`src/rtl/bcd2bin_seq_if.sv`:
```
// Handshake bundle for bcd2bin_seq: digit vector in (valid/ready) and binary result out (valid/ready).
// The converter takes the slave side; the producer/consumer takes the master side.
interface bcd2bin_seq_if #(
    parameter int DIGITS = 4,
    parameter int BIN_W  = 14
) ();
    logic                  in_valid;
    logic                  in_ready;
    logic [4*DIGITS-1:0]   bcd_in;
    logic                  out_valid;
    logic                  out_ready;
    logic [BIN_W-1:0]      bin_out;
    logic                  err;

    modport slave (
        input  in_valid, bcd_in, out_ready,
        output in_ready, out_valid, bin_out, err
    );

    modport master (
        output in_valid, bcd_in, out_ready,
        input  in_ready, out_valid, bin_out, err
    );
endinterface

```
`src/rtl/bcd2bin_seq.sv`:
```
// Iterative BCD-to-binary converter (reverse double dabble, one bit per clock).
// Optional macro BCD2BIN_CHECK_EN: flag digits >9, then report err=1 with bin_out forced to 0.
module bcd2bin_seq #(
    parameter int DIGITS = 4,
    parameter int BIN_W  = 14
) (
    input  logic          clk,
    input  logic          rst_n,
    bcd2bin_seq_if.slave  bus
);
    localparam int SH_W  = 4*DIGITS + BIN_W;
    localparam int CNT_W = $clog2(BIN_W + 1);

    localparam logic [1:0] S_IDLE  = 2'd0;
    localparam logic [1:0] S_SHIFT = 2'd1;
    localparam logic [1:0] S_DONE  = 2'd2;

    // One iteration: shift right, then pull every digit field >=8 back by 3 (no inter-digit borrow).
    function automatic logic [SH_W-1:0] dabble_step(input logic [SH_W-1:0] sh);
        logic [SH_W-1:0] t;
        t = sh >> 1;
        for (int k = 0; k < DIGITS; k++) begin
            t[BIN_W+4*k +: 4] = (t[BIN_W+4*k +: 4] >= 4'd8) ? (t[BIN_W+4*k +: 4] - 4'd3)
                                                            : t[BIN_W+4*k +: 4];
        end
        return t;
    endfunction

    logic [1:0]         r_state;
    logic [1:0]         w_state_nxt;
    logic [SH_W-1:0]    r_shreg;
    logic [SH_W-1:0]    w_shreg_nxt;
    logic [CNT_W-1:0]   r_cnt;
    logic [CNT_W-1:0]   w_cnt_nxt;
    logic               r_in_ready;
    logic               r_out_valid;
    logic [BIN_W-1:0]   r_bin_out;
    logic [BIN_W-1:0]   w_result;
    logic               w_accept;
    logic               w_finish;

    assign w_accept = r_in_ready & bus.in_valid;
    assign w_finish = (r_state == S_SHIFT) && (w_state_nxt == S_DONE);

    // Next-state, shifter and counter update.
    always_comb begin
        w_state_nxt = r_state;
        w_shreg_nxt = r_shreg;
        w_cnt_nxt   = r_cnt;
        case (r_state)
            S_IDLE: begin
                if (w_accept) begin
                    w_state_nxt = S_SHIFT;
                    w_shreg_nxt = {bus.bcd_in, {BIN_W{1'b0}}};
                    w_cnt_nxt   = {CNT_W{1'b0}};
                end else begin
                    w_state_nxt = S_IDLE;
                end
            end
            S_SHIFT: begin
                w_shreg_nxt = dabble_step(r_shreg);
                w_cnt_nxt   = r_cnt + {{(CNT_W-1){1'b0}}, 1'b1};
                if (r_cnt == CNT_W'(BIN_W - 1)) begin
                    w_state_nxt = S_DONE;
                end else begin
                    w_state_nxt = S_SHIFT;
                end
            end
            S_DONE: begin
                if (bus.out_ready) begin
                    w_state_nxt = S_IDLE;
                end else begin
                    w_state_nxt = S_DONE;
                end
            end
            default: begin
                w_state_nxt = S_IDLE;
            end
        endcase
    end

`ifdef BCD2BIN_CHECK_EN
    logic r_flag;
    logic r_err;

    function automatic logic has_bad_digit(input logic [4*DIGITS-1:0] v);
        logic bad;
        bad = 1'b0;
        for (int k = 0; k < DIGITS; k++) begin
            bad = bad | (v[4*k +: 4] > 4'd9);
        end
        return bad;
    endfunction

    assign w_result = r_flag ? {BIN_W{1'b0}} : w_shreg_nxt[BIN_W-1:0];
    assign bus.err  = r_err;

    // Invalid-digit flag captured at acceptance and exposed alongside the result.
    always_ff @(posedge clk) begin
        if (!rst_n) begin
            r_flag <= 1'b0;
            r_err  <= 1'b0;
        end else begin
            r_flag <= w_accept ? has_bad_digit(bus.bcd_in) : r_flag;
            r_err  <= w_finish ? r_flag : r_err;
        end
    end
`else
    assign w_result = w_shreg_nxt[BIN_W-1:0];
    assign bus.err  = 1'b0;
`endif

    // Main state and registered handshake outputs; the result register only loads on completion.
    always_ff @(posedge clk) begin
        if (!rst_n) begin
            r_state     <= S_IDLE;
            r_shreg     <= {SH_W{1'b0}};
            r_cnt       <= {CNT_W{1'b0}};
            r_in_ready  <= 1'b0;
            r_out_valid <= 1'b0;
            r_bin_out   <= {BIN_W{1'b0}};
        end else begin
            r_state     <= w_state_nxt;
            r_shreg     <= w_shreg_nxt;
            r_cnt       <= w_cnt_nxt;
            r_in_ready  <= (w_state_nxt == S_IDLE);
            r_out_valid <= (w_state_nxt == S_DONE);
            r_bin_out   <= w_finish ? w_result : r_bin_out;
        end
    end

    assign bus.in_ready  = r_in_ready;
    assign bus.out_valid = r_out_valid;
    assign bus.bin_out   = r_bin_out;
endmodule

```
`src/flat_wrapper.sv`:
```
// flat-port wrapper written by rule: the top's interface ports become plain ports
module bcd2bin_seq_flat 
#(
    parameter int DIGITS = 4,
    parameter int BIN_W  = 14
)
  (clk, rst_n, bus_in_valid, bus_bcd_in, bus_out_ready, bus_in_ready, bus_out_valid, bus_bin_out, bus_err);
  bcd2bin_seq_if #(.DIGITS(DIGITS), .BIN_W(BIN_W)) bus_i ();
  input  logic clk;
  input  logic rst_n;
  input wire logic [$bits(bus_i.in_valid)-1:0] bus_in_valid;
  input wire logic [$bits(bus_i.bcd_in)-1:0] bus_bcd_in;
  input wire logic [$bits(bus_i.out_ready)-1:0] bus_out_ready;
  output wire logic [$bits(bus_i.in_ready)-1:0] bus_in_ready;
  output wire logic [$bits(bus_i.out_valid)-1:0] bus_out_valid;
  output wire logic [$bits(bus_i.bin_out)-1:0] bus_bin_out;
  output wire logic [$bits(bus_i.err)-1:0] bus_err;
  assign bus_i.in_valid = bus_in_valid;
  assign bus_i.bcd_in = bus_bcd_in;
  assign bus_i.out_ready = bus_out_ready;
  assign bus_in_ready = bus_i.in_ready;
  assign bus_out_valid = bus_i.out_valid;
  assign bus_bin_out = bus_i.bin_out;
  assign bus_err = bus_i.err;
  bcd2bin_seq #(.DIGITS(DIGITS), .BIN_W(BIN_W)) u_core (.clk(clk), .rst_n(rst_n), .bus(bus_i));
endmodule
```
`config.mk`:
```
export PLATFORM = sky130hd
export DESIGN_NAME = bcd2bin_seq_flat
export DESIGN_NICKNAME = d
export VERILOG_FILES = /design/src/rtl/bcd2bin_seq_if.sv /design/src/rtl/bcd2bin_seq.sv /design/src/flat_wrapper.sv
export SDC_FILE = /design/constraint.sdc
export NUM_CORES = 1
export LEC_CHECK = 0
export CORE_UTILIZATION = 40
export DETAILED_ROUTE_END_ITERATION = 6
export PLACE_DENSITY = 0.63
export SYNTH_ARGS = -nofsm -noshare
export SYNTH_HDL_FRONTEND = slang
export SYNTH_SLANG_ARGS = --single-unit
```
`constraint.sdc`:
```
create_clock -name clk -period 2.3 [get_ports clk]
set_input_delay 0.345 -clock clk [delete_from_list [all_inputs] [get_ports clk]]
set_output_delay 0.345 -clock clk [all_outputs]
set_load 0.005 [all_outputs]
```
==> results.cfg, run 1 <==
[route]
via_count = 1692
wl_per_cell_um = 13.1
drtPass1Iterations = 4
vias_per_cell = 5.10
drtAntennaViolNets = 0
drt_iter0_drc = 94
drc_errors = 0
wl_um = 4350

[global_route]
grt_max_degree = 26
gr-usage-all-layers_pct = 15.7
grt_pass1_wl_um = 7460
overflow = 0
grt_pass1_vias = 1581
antenna_found_initial = 0

[layout]
regArea_um2 = 1020
final_cell_area_um2 = 2740
antennaDiodeCount = 0
layoutNonFillerInstCount = 332
multi_input_area_um2 = 1120
fillers = 530
final_cell_mix = 51 x dfxtp_1, 35 x clkdlybuf4s50_1, 30 x nand2_1, 20 x mux2i_1, 14 x a22o_1
nNetsFinal = 287
area_growth_pct = 19.7
finish.utilization_pct = 49.7
mostFrequentLayoutCell = dfxtp_1
drive_above_1_share_pct = 8.46

[clocking]
postCtsHoldBufs = 0
h-tree-depth = 2
cts_tree = built
clock_sinks = 51
cts_setup_buffers = 0
clock_latency_ns = 0.31
ctsLongestPathBuffers = 2
numCtsBuffers = 5
clockRootBuffer = clkbuf_8
cts.clk_slew.worst_paths_ns = 0.11
cts-resized-gates = 0

[placement]
port_buffers = 35
post-place-ws_ns = 0.239
place_inst = 324
dpl-instance-area_um2 = 2640
gp_congestion = 0.761
hpwl_um = 2940

[yosys]
synth-edff-count = 0
async_flop_share_pct = 0
synth_cell_types = 38
synth_warnings = 0
yosysSeqAreaShare_pct = 44.6
netlist.top_cell.by_area = dfxtp_1
syn_area_per_cell_um2 = 9.91
ys_seq_elements = 51
synthFlopType = dfxtp_1
postSynthCellCount = 231
synth_top_area_share_pct = 44.6
synth_area_um2 = 2290
synth.area.top_cells = dfxtp_1 45%, mux2i_1 8.7%, a22o_1 5.4%
syn_nets = 259

[outcome]
status = finished, final reports clean

[sta]
fin_skew_ns = 0.00966
max_freq_mhz = 566
fin_crit_sh_pct = 76.8
hold_viol = 0
tightestPinTransition_ns = 0.660
fin_crit_ns = 1.77
final-setup-viol-count = 0
slew_viol_final = 0
rsz0062_at_grt = no
setup_tns_ns = 0
relSlewSlack_pct = 56.0
fin_ws_ns = 0.533

[setup_path]
r2r_slack_ns = 0.71
arrival_ns = 2.03
end_kind = register
r2r_cells = 3
regToRegStartpoint = u_core.r_state[0]$_SDFF_PN0_
worst_r2r_endpoint = u_core.r_cnt[0]$_SDFFE_PN0P_
crit_path_start_kind = input pin
path_class = in2reg
cp_max_fo = 19
crit_required_ns = 2.56

[power]
pwr-share-clk_pct = 33.3
swShare_pct = 27.4
intPower_uw = 1250
p_seq_share_pct = 55.3
powerDensity_nw_per_um2 = 631
p_sw_uw = 474
peakVddDrop_v = 0.000292
p_leak_uw = 0.00105
pwr-share-comb_pct = 11.4

[die]
die_w_um = 77.6
rows = 27
start_util_pct = 41.6
dieArea_um2 = 6030
ioPinCount = 37
core_um2 = 5510
die_h_um = 77.6

[hold_path]
hold_path.startpoint = u_core.bus.bin_out[0]$_SDFFE_PN0P_
whs_path_depth = 2
hold_path_class = reg2reg
holdPathEnd = u_core.bus.bin_out[0]$_SDFFE_PN0P_

[run]
cap_violations = 0
## cell families (layout without fill, tap and decap cells)
| logic type | Yosys count | count (layout) | share of synthesized area, % |
|---|---|---|---|
| AO/OA/AOI/OAI | 55 | 55 | 17.3 |
| XOR/XNOR | 6 | 6 | 2.30 |
| adder cells (fa/ha/maj) | 8 | 8 | 4.37 |
| buffers and inverters | 26 | 55 | 6.56 |
| flip-flops | 51 | 51 | 44.6 |
| multiplexers | 24 | 24 | 10.7 |
| other | 1 | 1 | 0.164 |
| AND/OR/NAND/NOR | 60 | 60 | 13.9 |
## layout make-up
class	count	share of cell area [%]
Inverter	8	1.10
Clock buffer	5	2.51
Tap cell	72	3.29
Timing Repair Buffer	39	13.9
Sequential cell	51	37.3
Clock inverter	3	1.14
Multi-Input combinational cell	154	40.8
## power by group through the flow
stage	sequential, uW	combinational, uW	clock (uW)
6_report	955	197	576
5_1_grt	961	222	630
4_1_cts	955	200	597
3_5_place_dp	976	199	0
3_3_place_gp	975	196	0
2_1_floorplan	962	151	0
## synth_stat cells, drive strengths merged (3+ instances only)
library cell,n
a211oi,3
nor3,3
mux2i,20
a211o,3
o21ai,8
buf,13
nor2b,6
a22o,14
nand2b,5
clkbuf,5
ha,8
inv,8
dfxtp,51
o221ai,3
nand2,30
o21a,3
xnor2,3
mux2,4
nand3,5
xor2,3
and3,3
a31oi,3
a221o,3
a21oi,13
## worst max path at each step
stage,start,endpoint,cells after the start
after global placement,bus_in_valid,u_core.r_cnt[0]$_SDFFE_PN0P_,4
after detailed placement,bus_in_valid,u_core.r_cnt[0]$_SDFFE_PN0P_,4
final,bus_in_valid,u_core.r_cnt[0]$_SDFFE_PN0P_,4
after CTS,bus_in_valid,u_core.r_cnt[0]$_SDFFE_PN0P_,4
after global routing,bus_in_valid,u_core.r_cnt[0]$_SDFFE_PN0P_,4
after floorplan,u_core.r_cnt[0]$_SDFFE_PN0P_,u_core.bus.bin_out[10]$_SDFFE_PN0P_,5
## metrics by stage
step,total power (uW),hold WS [ns]
floorplan,1110,0.438
global placement,1170,0.445
detailed placement,1170,0.448
CTS,1750,0.469
global route,1810,0.489
finish,1730,0.465
## metal layers
layer / global-route usage, % / wire (um)
met1: 20.1 / 2100
met4: 5.66 / 27
met2: 25.4 / 2030
met3: 4.24 / 191
met5: 0 / 0
## worst max-delay path, cell delays in order
cell	delay (ns)
clkdlybuf4s50_1	0.54
a21oi_2	0.29
o21a_1	0.58
mux2_2	0.27
## flip-flops by register name, indices dropped and copies added (netlist names)
register / cells
u_core.r_shreg: 29
u_core.r_cnt: 4
u_core.bus.bin_out: 14
u_core.bus.out_valid: 1
u_core.bus.in_ready: 1
u_core.r_state: 2
Note: power is estimated with default switching activity, not from simulation.
==> run 2: changes to the inputs <==
PLACE_DENSITY = 0.65   (was 0.63)
clock period = 1.5 ns   (was 2.3 ns; I/O delays follow)
==> run 2 against run 1 <==
Effect of this change: final area grew 7.0%; clock skew shrank 0.0030 ns; power grew 71%; sequential cell count is the same; routed wire length grew 3.7%; sequential power grew 53%; utilization grew 3.5 points; critical path type is now reg2out; largest power group unchanged; highest routed layer unchanged.
==> results.cfg, run 2 (synthesis results as in run 1) <==
[die]
dieArea_um2 = 6030
rows = 27
ioPinCount = 37
die_w_um = 77.6
die_h_um = 77.6
start_util_pct = 41.6
core_um2 = 5510

[power]
intPower_uw = 2270
p_seq_share_pct = 49.4
p_sw_uw = 680
p_leak_uw = 0.00115
pwr-share-clk_pct = 38.2
pwr-share-comb_pct = 12.4
swShare_pct = 23.0
powerDensity_nw_per_um2 = 1010
peakVddDrop_v = 0.000644

[global_route]
gr-usage-all-layers_pct = 15.8
grt_max_degree = 26
grt_pass1_vias = 1627
overflow = 0
antenna_found_initial = 0
grt_pass1_wl_um = 7620

[layout]
mostFrequentLayoutCell = dfxtp_1
area_growth_pct = 28.0
final_cell_area_um2 = 2930
nNetsFinal = 302
drive_above_1_share_pct = 14.2
multi_input_area_um2 = 1120
regArea_um2 = 1030
fillers = 518
largest_reg_flops = 29
finish.utilization_pct = 53.2
layoutNonFillerInstCount = 347
largest-register = u_core.r_shreg
antennaDiodeCount = 0
final_cell_mix = 49 x dfxtp_1, 35 x clkdlybuf4s50_1, 30 x nand2_1, 20 x mux2i_1, 16 x buf_4

[outcome]
status = finished, final reports clean

[sta]
fin_skew_ns = 0.00663
fin_crit_sh_pct = 95.6
rsz0062_at_grt = no
max_freq_mhz = 697
final-setup-viol-count = 0
slew_viol_final = 0
fin_crit_ns = 1.43
hold_viol = 0

[clocking]
clock_sinks = 51
cts_tree = built
clock_latency_ns = 0.30
cts.clk_slew.worst_paths_ns = 0.09
ctsLongestPathBuffers = 2
clockRootBuffer = clkbuf_8
h-tree-depth = 2
numCtsBuffers = 5

[setup_path]
crit_chain = clkdlybuf4s50_1
end_kind = primary output
arrival_ns = 1.21
path_class = reg2out
crit_slowest_cell = clkdlybuf4s50_1
cp_max_fo = 8
crit_path_start_kind = register
cp_slowest_stage_delay_ns = 0.51
cpLargestDelayFamily = buffers and inverters
r2r_slack_ns = 0.15
crit_required_ns = 1.27
cp.buffers_inverters = 1

[route]
wl_um = 4510
wl_per_cell_um = 13.0
vias_per_cell = 5.01
drtPass1Iterations = 4
drt_iter0_drc = 114
drtAntennaViolNets = 0
via_count = 1740
drc_errors = 0

[placement]
place_inst = 337
hpwl_um = 2930
gp_congestion = 0.722
dpl-instance-area_um2 = 2760
port_buffers = 35

[run]
cap_violations = 0

[hold_path]
hold_path_class = reg2reg
## run 2: cell types whose count changed in the layout (fill, tap and decap cells not counted)
cell	before	now
inv_8	2	0
buf_4	4	16
clkinvlp_4	0	1
bufinv_16	0	2
dfxtp_1	51	49
dfxtp_4	0	1
buf_12	0	3
inv_6	1	0
dfxtp_2	0	1
## run 2: path summary, 6_finish.rpt
| path | from | endpoint | cells after the start |
|---|---|---|---|
| worst min register to register | u_core.bus.bin_out[1]$_SDFFE_PN0P_ | u_core.bus.bin_out[1]$_SDFFE_PN0P_ | 2 |
| worst max-delay path | u_core.bus.in_ready$_SDFF_PN0_ | bus_in_ready | 1 |
| worst max register to register | u_core.r_shreg[15]$_SDFFE_PN0P_ | u_core.r_shreg[15]$_SDFFE_PN0P_ | 5 |
| worst min-delay path | u_core.bus.bin_out[1]$_SDFFE_PN0P_ | u_core.bus.bin_out[1]$_SDFFE_PN0P_ | 2 |
## run 2: area by class of cell
class | instances | share of cell area (%)
inverters | 8 | 1.02
flip-flops and latches | 51 | 35.0
clock buffers | 5 | 2.35
repair buffers | 54 | 18.1
multi-input cells | 154 | 38.1
well taps | 72 | 3.07
clock inverters | 3 | 2.31
## run 2: through the flow
| stage | total power, uW | setup WS (ns) | hold WS, ns | setup TNS [ns] |
|---|---|---|---|---|
| floorplan | 1710 | 0.216 | 0.373 | 0 |
| global placement | 1840 | -0.112 | 0.448 | -2.49 |
| detailed placement | 1850 | -0.143 | 0.445 | -3.13 |
| CTS | 2970 | 0.0269 | 0.468 | 0 |
| global route | 3080 | 0.0267 | 0.485 | 0 |
| finish | 2950 | 0.0654 | 0.464 | 0 |
## run 2: timing repair
item	4_1_cts	5_1_grt
hold buffers	0	0
buffers inserted	0	2
setup endpoints to repair	1	6
hold endpoints to repair	0	0
pin swaps	0	1
gates resized for setup	1	2
## run 2: layer usage
metal	up-vias	track usage (%)	routed length (um)
met3	5	4.12	234
li1	889	-	-
met2	37	26.0	1980
met1	809	20.4	2260
met4	0	3.96	39
met5	-	0	0
## run 2: power groups by stage
stage	clock network, uW	logic (uW)	registers, uW
final	1130	365	1460
after global routing	1200	408	1460
after CTS	1150	369	1460
after detailed placement	0	364	1490
after floorplan	0	231	1470
after global placement	0	358	1490
